$ cat config.mk
export PLATFORM = sky130hd
export DESIGN_NAME = fetch_unit
export DESIGN_NICKNAME = d
export VERILOG_FILES = /design/src/rtl/fetch_unit.sv
export SDC_FILE = /design/constraint.sdc
export NUM_CORES = 1
export LEC_CHECK = 0
export ABC_AREA = 0
export CAP_MARGIN = 20
export CORE_MARGIN = 8
export CORE_UTILIZATION = 38
export CTS_CLUSTER_DIAMETER = 60
export DETAILED_ROUTE_END_ITERATION = 10
export PLACE_DENSITY = 0.67
export RECOVER_POWER = 100
export SLEW_MARGIN = 30
export SYNTH_ARGS = -nofsm -noshare
export SYNTH_HDL_FRONTEND = slang
export SYNTH_SLANG_ARGS = --single-unit
$ cat constraint.sdc
create_clock -name clk_i -period 2.7 [get_ports clk_i]
set_clock_uncertainty 0.1 [all_clocks]
set_input_delay 0.81 -clock clk_i [delete_from_list [all_inputs] [get_ports clk_i]]
set_output_delay 0.81 -clock clk_i [all_outputs]
set_load 0.05 [all_outputs]
$ cat src/rtl/fetch_unit.sv
// fetch_unit: instruction-fetch front end of the IF stage.
//
// Owns the program counter and drives the word-aligned byte address into the
// instruction memory. The memory answers combinationally in the same cycle,
// and the returned word is captured into the IF/ID holding register. The
// block handles decode stalls, flushes and branch/jump redirects, and counts
// captured instructions for performance debug.
//
// Ports:
//   clk_i            clock, rising edge
//   rst_ni           asynchronous active-low reset
//   stall_i          downstream not ready: hold PC and IF/ID
//   flush_i          turn IF/ID into a bubble; PC advances unless stalled
//   redirect_valid_i taken branch/jump; load redirect_pc_i (aligned down)
//   redirect_pc_i    redirect target byte address
//   imem_addr_o      instruction memory byte address (low IMEM_W bits of PC)
//   imem_instr_i     instruction word returned for imem_addr_o
//   if_pc_o          PC of the instruction held in IF/ID
//   if_pc4_o         if_pc_o + 4
//   if_instr_o       instruction held in IF/ID (NOP_INSTR when invalid)
//   if_valid_o       IF/ID holds a real instruction
//   misalign_o       one-cycle pulse: last redirect target was not word aligned
//   fetch_cnt_o      instructions captured into IF/ID since reset

module fetch_unit #(
    parameter int unsigned IMEM_W    = 13,
    parameter logic [31:0] RESET_PC  = 32'h0000_0000,
    parameter logic [31:0] NOP_INSTR = 32'h0000_0013
) (
    input  logic              clk_i,
    input  logic              rst_ni,
    input  logic              stall_i,
    input  logic              flush_i,
    input  logic              redirect_valid_i,
    input  logic [31:0]       redirect_pc_i,
    output logic [IMEM_W-1:0] imem_addr_o,
    input  logic [31:0]       imem_instr_i,
    output logic [31:0]       if_pc_o,
    output logic [31:0]       if_pc4_o,
    output logic [31:0]       if_instr_o,
    output logic              if_valid_o,
    output logic              misalign_o,
    output logic [31:0]       fetch_cnt_o
);

    logic [31:0] pc_q, pc_d;
    logic [31:0] if_pc_q, if_pc_d;
    logic [31:0] if_pc4_q, if_pc4_d;
    logic [31:0] if_instr_q, if_instr_d;
    logic        if_valid_q, if_valid_d;
    logic        misalign_q, misalign_d;
    logic [31:0] fetch_cnt_q, fetch_cnt_d;
    logic        capture;

    // A redirect or flush kills the wrong-path word even while stalled.
    assign capture = ~redirect_valid_i & ~flush_i & ~stall_i;

    // Next PC: redirect beats stall, otherwise sequential (wraps mod 2^32).
    always_comb begin
        pc_d = pc_q + 32'd4;
        if (redirect_valid_i) begin
            pc_d = {redirect_pc_i[31:2], 2'b00};
        end else if (stall_i) begin
            pc_d = pc_q;
        end
    end

    // IF/ID next state; PC fields hold on bubbles so decode sees a stable PC.
    always_comb begin
        if_pc_d     = if_pc_q;
        if_pc4_d    = if_pc4_q;
        if_instr_d  = if_instr_q;
        if_valid_d  = if_valid_q;
        fetch_cnt_d = fetch_cnt_q;
        if (redirect_valid_i || flush_i) begin
            if_valid_d = 1'b0;
            if_instr_d = NOP_INSTR;
        end else if (capture) begin
            if_pc_d     = pc_q;
            if_pc4_d    = pc_q + 32'd4;
            if_instr_d  = imem_instr_i;
            if_valid_d  = 1'b1;
            fetch_cnt_d = fetch_cnt_q + 32'd1;
        end
    end

    assign misalign_d = redirect_valid_i & (redirect_pc_i[1:0] != 2'b00);

    always_ff @(posedge clk_i or negedge rst_ni) begin
        if (!rst_ni) begin
            pc_q        <= RESET_PC;
            if_pc_q     <= 32'h0000_0000;
            if_pc4_q    <= 32'h0000_0004;
            if_instr_q  <= NOP_INSTR;
            if_valid_q  <= 1'b0;
            misalign_q  <= 1'b0;
            fetch_cnt_q <= 32'h0000_0000;
        end else begin
            pc_q        <= pc_d;
            if_pc_q     <= if_pc_d;
            if_pc4_q    <= if_pc4_d;
            if_instr_q  <= if_instr_d;
            if_valid_q  <= if_valid_d;
            misalign_q  <= misalign_d;
            fetch_cnt_q <= fetch_cnt_d;
        end
    end

    // Upper PC bits are dropped, so the memory address wraps.
    assign imem_addr_o = pc_q[IMEM_W-1:0];
    assign if_pc_o     = if_pc_q;
    assign if_pc4_o    = if_pc4_q;
    assign if_instr_o  = if_instr_q;
    assign if_valid_o  = if_valid_q;
    assign misalign_o  = misalign_q;
    assign fetch_cnt_o = fetch_cnt_q;

endmodule
==> run_results.csv, run 1 <==
group,metric,value,unit
run_status,status,"finished, final reports clean",
setup_path,crit_family,"buffers and inverters",
final_layout,final_common_cell,"nand2_1",
cts,root_buffer,"clkbuf_16",
floorplan,die-area,23200,sq um
timing,min_period,2.66,ns
timing,slew_headroom,0.0442,
pwr,cellPowerDensity,705,nW/um^2
setup_path,cp.required,1.79,ns
setup_path,cpPeakStageDelay,0.80,ns
detailed_routing,drt-initial-drc-count,306,
logic_synthesis,synth_seq_cells,156,
floorplan,num_io_pins,212,
grt,antenna_found_initial,1,
logic_synthesis,synthFlopType,"dfrtp_1",
job,maxCapViolCount,0,
cts,numCtsBuffers,17,
detailed_routing,drtAntennaViolNets,0,
logic_synthesis,synth.largest_area_cell,"dfrtp_1",
grt,grt_overflow_total,0,
setup_path,critPathKind,"reg -> out",
detailed_routing,remaining_drc_errors,0,
placed_design,placed_cell_area,9450,sq um
cts,clock_path_buffers,2,
logic_synthesis,synth_edf_count,0,
timing,fin_crit_sh,0.984,
timing,finalHoldViolations,0,
setup_path,cp_max_fo,2,
final_layout,final_cell_mix,"nand2_1 (175), dfrtp_1 (152), dlygate4sd3_1 (105)",
cts,cts_htree_levels,4,
final_layout,layout-drive-gt1-share,0.0717,
placed_design,io_buffers,205,
final_layout,syn_to_final_growth,38.9,%
timing,setup_tns,0,ns
timing,tightestPinTransition,1.43,ns
setup_path,critPathArrivalTime,1.75,ns
logic_synthesis,ys_types,38,
pwr,leakage,4.46,nW
setup_path,end_kind,"output pin",
final_layout,antenna_cells,0,
setup_path,cp-start-kind,"flip-flop",
logic_synthesis,yosysWarnings,0,
pwr,ir_drop,0.000463,V
setup_path,worstPathCellList,"clkdlybuf4s50_1",
cts,hold_buffers,0,
cts,cts_tree,"built",
grt,grt_pass1_vias,6012,
cts,post-cts-setup-buffer-count,0,
setup_path,cp.buffers_inverters,1,
timing,holdWs,0.366,ns
floorplan,start_util,0.383,
setup_path,crit_path_top_delay_cell,"clkdlybuf4s50_1",
cts,clk_latency,0.42,ns
logic_synthesis,ys_async_sr_fraction,1.00,
placed_design,dp_hpwl,14800,um
setup_path,reg2reg_slack,0.21,ns
hold_path,min_path_type,"reg -> reg",
final_layout,final_area,9810,sq um
floorplan,fp.coreArea,18500,sq um
cts,clkTransAtPathRegs,0.06,ns
logic_synthesis,synth_area_leaders,"dfrtp_1 (54%), nand2_1 (9.3%), xnor2_1 (6.2%), xor2_1 (4.6%), a22o_1 (3.6%)",
final_layout,nets,980,
timing,grt_setup_unrepaired,"false",
timing,fmax,376,MHz
detailed_routing,drtPass1Iterations,5,
detailed_routing,num_vias,5765,
grt,grt_pass1_wl,32900,um
timing,drv_slew,0,
detailed_routing,wire_per_inst,17.4,um
logic_synthesis,synthCells,705,
detailed_routing,viasPerCell,4.99,
timing,finalSetupViolCount,0,
floorplan,die_h,152,um
placed_design,dp_worst_setup_slack,-0.0542,ns
final_layout,layout.cells.non_filler,1155,
floorplan,die_w,152,um
detailed_routing,wl,20100,um
final_layout,n_fill_cell,1717,
grt,grt_max_degree,60,
logic_synthesis,syn_area,7070,sq um
logic_synthesis,ys_seq_area_frac,0.553,
timing,fin_ws,0.0436,ns
grt,grt_usage,0.175,
placed_design,dp_cells,1124,
cts,numClockSinks,156,
logic_synthesis,synth_top_area_frac,0.538,
floorplan,placementRows,50,
logic_synthesis,syn_area_per_cell,10.0,sq um
placed_design,gp_congestion,0.836,
[state kept, by name, indices dropped and copies added, names as in the netlist]
name	count
if_instr_o	32
misalign_o	1
pc_q	30
if_pc_o	30
fetch_cnt_o	32
if_valid_o	1
if_pc4_o	30
[stage by stage]
stage          total power [mW]  utilization
2_1_floorplan              4.02            -
3_3_place_gp               4.77        0.512
3_5_place_dp               4.79        0.512
4_1_cts                    7.10        0.542
5_1_grt                    7.22        0.532
6_report                   6.92        0.532
[logic make-up after synthesis]
family	share of synthesized area
and+or+nand+nor	0.202
DFF	0.553
AOI/OAI and AO/OA	0.0852
xor gates and xnor gates	0.108
buffers and inverters	0.0464
adders and majority gates	0.00354
other	0.000531
muxes	0.00142
[per-layer routing]
layer  up-vias  global-route usage  share of wire
met5         -                   0        0.00060
met4         2              0.0528          0.017
met3        25              0.0666          0.085
met2       185               0.274           0.46
met1      2787               0.221           0.44
li1       2766                   -              -
[path summary, 6_finish.rpt]
check	startpoint	end	cells past startpoint
max	if_pc4_o[2]	if_pc4_o[2]	1
min	if_pc_o[7]	if_pc_o[7]	2
max reg2reg	pc_q[4]	pc_q[20]	5
min reg2reg	if_pc_o[7]	if_pc_o[7]	2
max in group asynchronous	rst_ni	if_instr_o[16]	2
min in group asynchronous	rst_ni	if_pc4_o[29]	1
[report_power, final]
part	switching [mW]	internal, mW	total (mW)
Sequential	0.217	2.59	2.81
Clock	0.940	1.35	2.29
Combinational	1.25	0.564	1.82
Total	2.41	4.51	6.92
[layout make-up]
| cell class | instances | area [sq um] | share of cell area |
|---|---|---|---|
| Clock buffer | 20 | 437 | 0.0445 |
| Clock inverter | 11 | 119 | 0.0121 |
| Inverter | 3 | 11.3 | 0.00115 |
| Multi-Input combinational cell | 487 | 2800 | 0.285 |
| Sequential cell | 156 | 3910 | 0.398 |
| Tap cell | 234 | 293 | 0.0298 |
| Timing Repair Buffer | 244 | 2250 | 0.229 |
[cell usage after synthesis, drive strengths merged, types with 4 or more instances]
cell and count:
nand4b 4, o21ai 60, nand2 175, xor2 37
and3 12, dfrtp 152, nand4 25, nor3 14
nor4 10, nand3 25, xnor2 50, a22o 29
dfstp 4, nor2 16, clkbuf 37, buf 27
and2 4
[timing repair]
action | in CTS | in global routing
endpoints found under the setup margin | 4 | 3
hold endpoints to repair | 0 | 0
pin swaps | 0 | 0
resized for setup | 4 | 3
Power figures use the tool's default switching activity.
==> inputs of run 2 (changes only) <==
--- a/config.mk
+++ b/config.mk
@@ -9,10 +9,13 @@
 export CAP_MARGIN = 20
 export CORE_MARGIN = 8
 export CORE_UTILIZATION = 38
+export CTS_BUF_LIST = sky130_fd_sc_hd__clkbuf_4
 export CTS_CLUSTER_DIAMETER = 60
+export CTS_CLUSTER_SIZE = 40
 export DETAILED_ROUTE_END_ITERATION = 10
 export PLACE_DENSITY = 0.67
 export RECOVER_POWER = 100
+export REMOVE_ABC_BUFFERS = 1
 export SLEW_MARGIN = 30
 export SYNTH_ARGS = -nofsm -noshare
 export SYNTH_HDL_FRONTEND = slang
==> run_results.csv, run 2 (same netlist as run 1, synthesis figures left out) <==
group,metric,value,unit
floorplan,die_h,152,um
placed_design,dp_hpwl,14800,um
timing,setup_tns,0,ns
timing,grt_setup_unrepaired,"false",
timing,fin_crit_sh,0.959,
run_status,violations,"DRC",
final_layout,layout-drive-gt1-share,0.0823,
timing,tightestPinTransition,1.42,ns
timing,finalSetupViolCount,0,
setup_path,critPathArrivalTime,1.68,ns
timing,min_period,2.59,ns
floorplan,num_io_pins,212,
grt,grt_max_degree,58,
setup_path,crit_path_top_delay_cell,"dlygate4sd2_1",
timing,slew_headroom,0.0507,
setup_path,cp_max_fo,7,
cts,numCtsBuffers,17,
pwr,cellPowerDensity,659,nW/um^2
cts,clkTransAtPathRegs,0.13,ns
cts,clk_latency,0.57,ns
grt,grt_usage,0.172,
placed_design,dp_cells,1126,
setup_path,worstPathCellList,"dlygate4sd2_1",
setup_path,cpPeakStageDelay,0.60,ns
final_layout,layout.cells.non_filler,1160,
pwr,ir_drop,0.000332,V
timing,holdWs,0.383,ns
grt,grt_pass1_vias,5855,
timing,finalHoldViolations,0,
floorplan,die-area,23200,sq um
placed_design,gp_congestion,0.778,
final_layout,nets,982,
timing,drv_slew,0,
detailed_routing,wire_per_inst,17.2,um
detailed_routing,drt-initial-drc-count,270,
grt,grt_pass1_wl,32300,um
detailed_routing,viasPerCell,4.91,
detailed_routing,drtAntennaViolNets,0,
run_status,status,"finished with violations",
final_layout,final_area,9470,sq um
cts,cts_htree_levels,4,
detailed_routing,wl,19900,um
floorplan,placementRows,50,
placed_design,io_buffers,205,
detailed_routing,drtPass1Iterations,8,
detailed_routing,remaining_drc_errors,1,
setup_path,critPathKind,"reg -> out",
hold_path,min_path_type,"reg -> reg",
cts,numClockSinks,156,
pwr,leakage,4.58,nW
setup_path,cp-start-kind,"flip-flop",
setup_path,cp.buffers_inverters,1,
final_layout,final_common_cell,"nand2_1",
placed_design,placed_cell_area,9470,sq um
setup_path,end_kind,"output pin",
final_layout,syn_to_final_growth,34.0,%
detailed_routing,num_vias,5694,
cts,clock_path_buffers,2,
setup_path,cp.required,1.79,ns
cts,root_buffer,"clkbuf_4",
cts,cts_tree,"built",
timing,fin_ws,0.110,ns
job,maxCapViolCount,0,
final_layout,multi_input_area,2820,sq um
grt,grt_overflow_total,0,
floorplan,die_w,152,um
final_layout,n_fill_cell,1780,
floorplan,fp.coreArea,18500,sq um
floorplan,start_util,0.383,
timing,fmax,386,MHz
final_layout,final_cell_mix,"nand2_1 (175), dfrtp_1 (152), dlygate4sd2_1 (123)",
grt,antenna_found_initial,2,
final_layout,regArea,3910,sq um
placed_design,dp_worst_setup_slack,-0.160,ns
setup_path,crit_family,"buffers and inverters",
[run 2: metrics by stage]
stage	utilization	total power, mW
CTS	0.524	6.38
global route	0.513	6.53
finish	0.513	6.24
global placement	0.513	4.77
detailed placement	0.513	4.79
floorplan	-	3.95
[run 2: per-layer routing]
layer / vias to the layer above / share of wire / GRT usage
li1: 2778 / - / -
met1: 2732 / 0.44 / 0.219
met2: 172 / 0.47 / 0.272
met3: 12 / 0.077 / 0.0627
met4: 0 / 0.010 / 0.0485
met5: - / 0 / 0
[run 2: final timing paths]
path	depth (start not counted)	startpoint	endpoint	slack, ns
max in group asynchronous	2	rst_ni	if_instr_o[22]	0.46
min reg2reg	2	if_pc_o[5]	if_pc_o[5]	0.38
min in group asynchronous	1	rst_ni	pc_q[17]	0.47
min	2	if_pc_o[5]	if_pc_o[5]	0.38
max	1	pc_q[6]	imem_addr_o[6]	0.11
max reg2reg	6	pc_q[2]	pc_q[20]	0.25
[run 2: repair_timing]
item                       CTS  global route
setup endpoints to repair  123            11
hold buffers                 0             0
setup buffers                0             0
gates resized for setup    123            11
[run 2: final cells by class]
class,instances,share of cell area
Antenna cell,2,0.000529
Clock buffer,18,0.0143
Clock inverter,14,0.0231
Inverter,3,0.00119
Multi-Input combinational cell,487,0.298
Sequential cell,156,0.413
Tap cell,234,0.0309
Timing Repair Buffer,246,0.219
[run 2: power breakdown]
group / switching, mW / total, mW / leakage, nW / internal (mW)
sequential: 0.206 / 2.79 / 2.02 / 2.58
clock: 0.871 / 1.71 / 0.184 / 0.843
combinational: 1.26 / 1.73 / 2.38 / 0.475
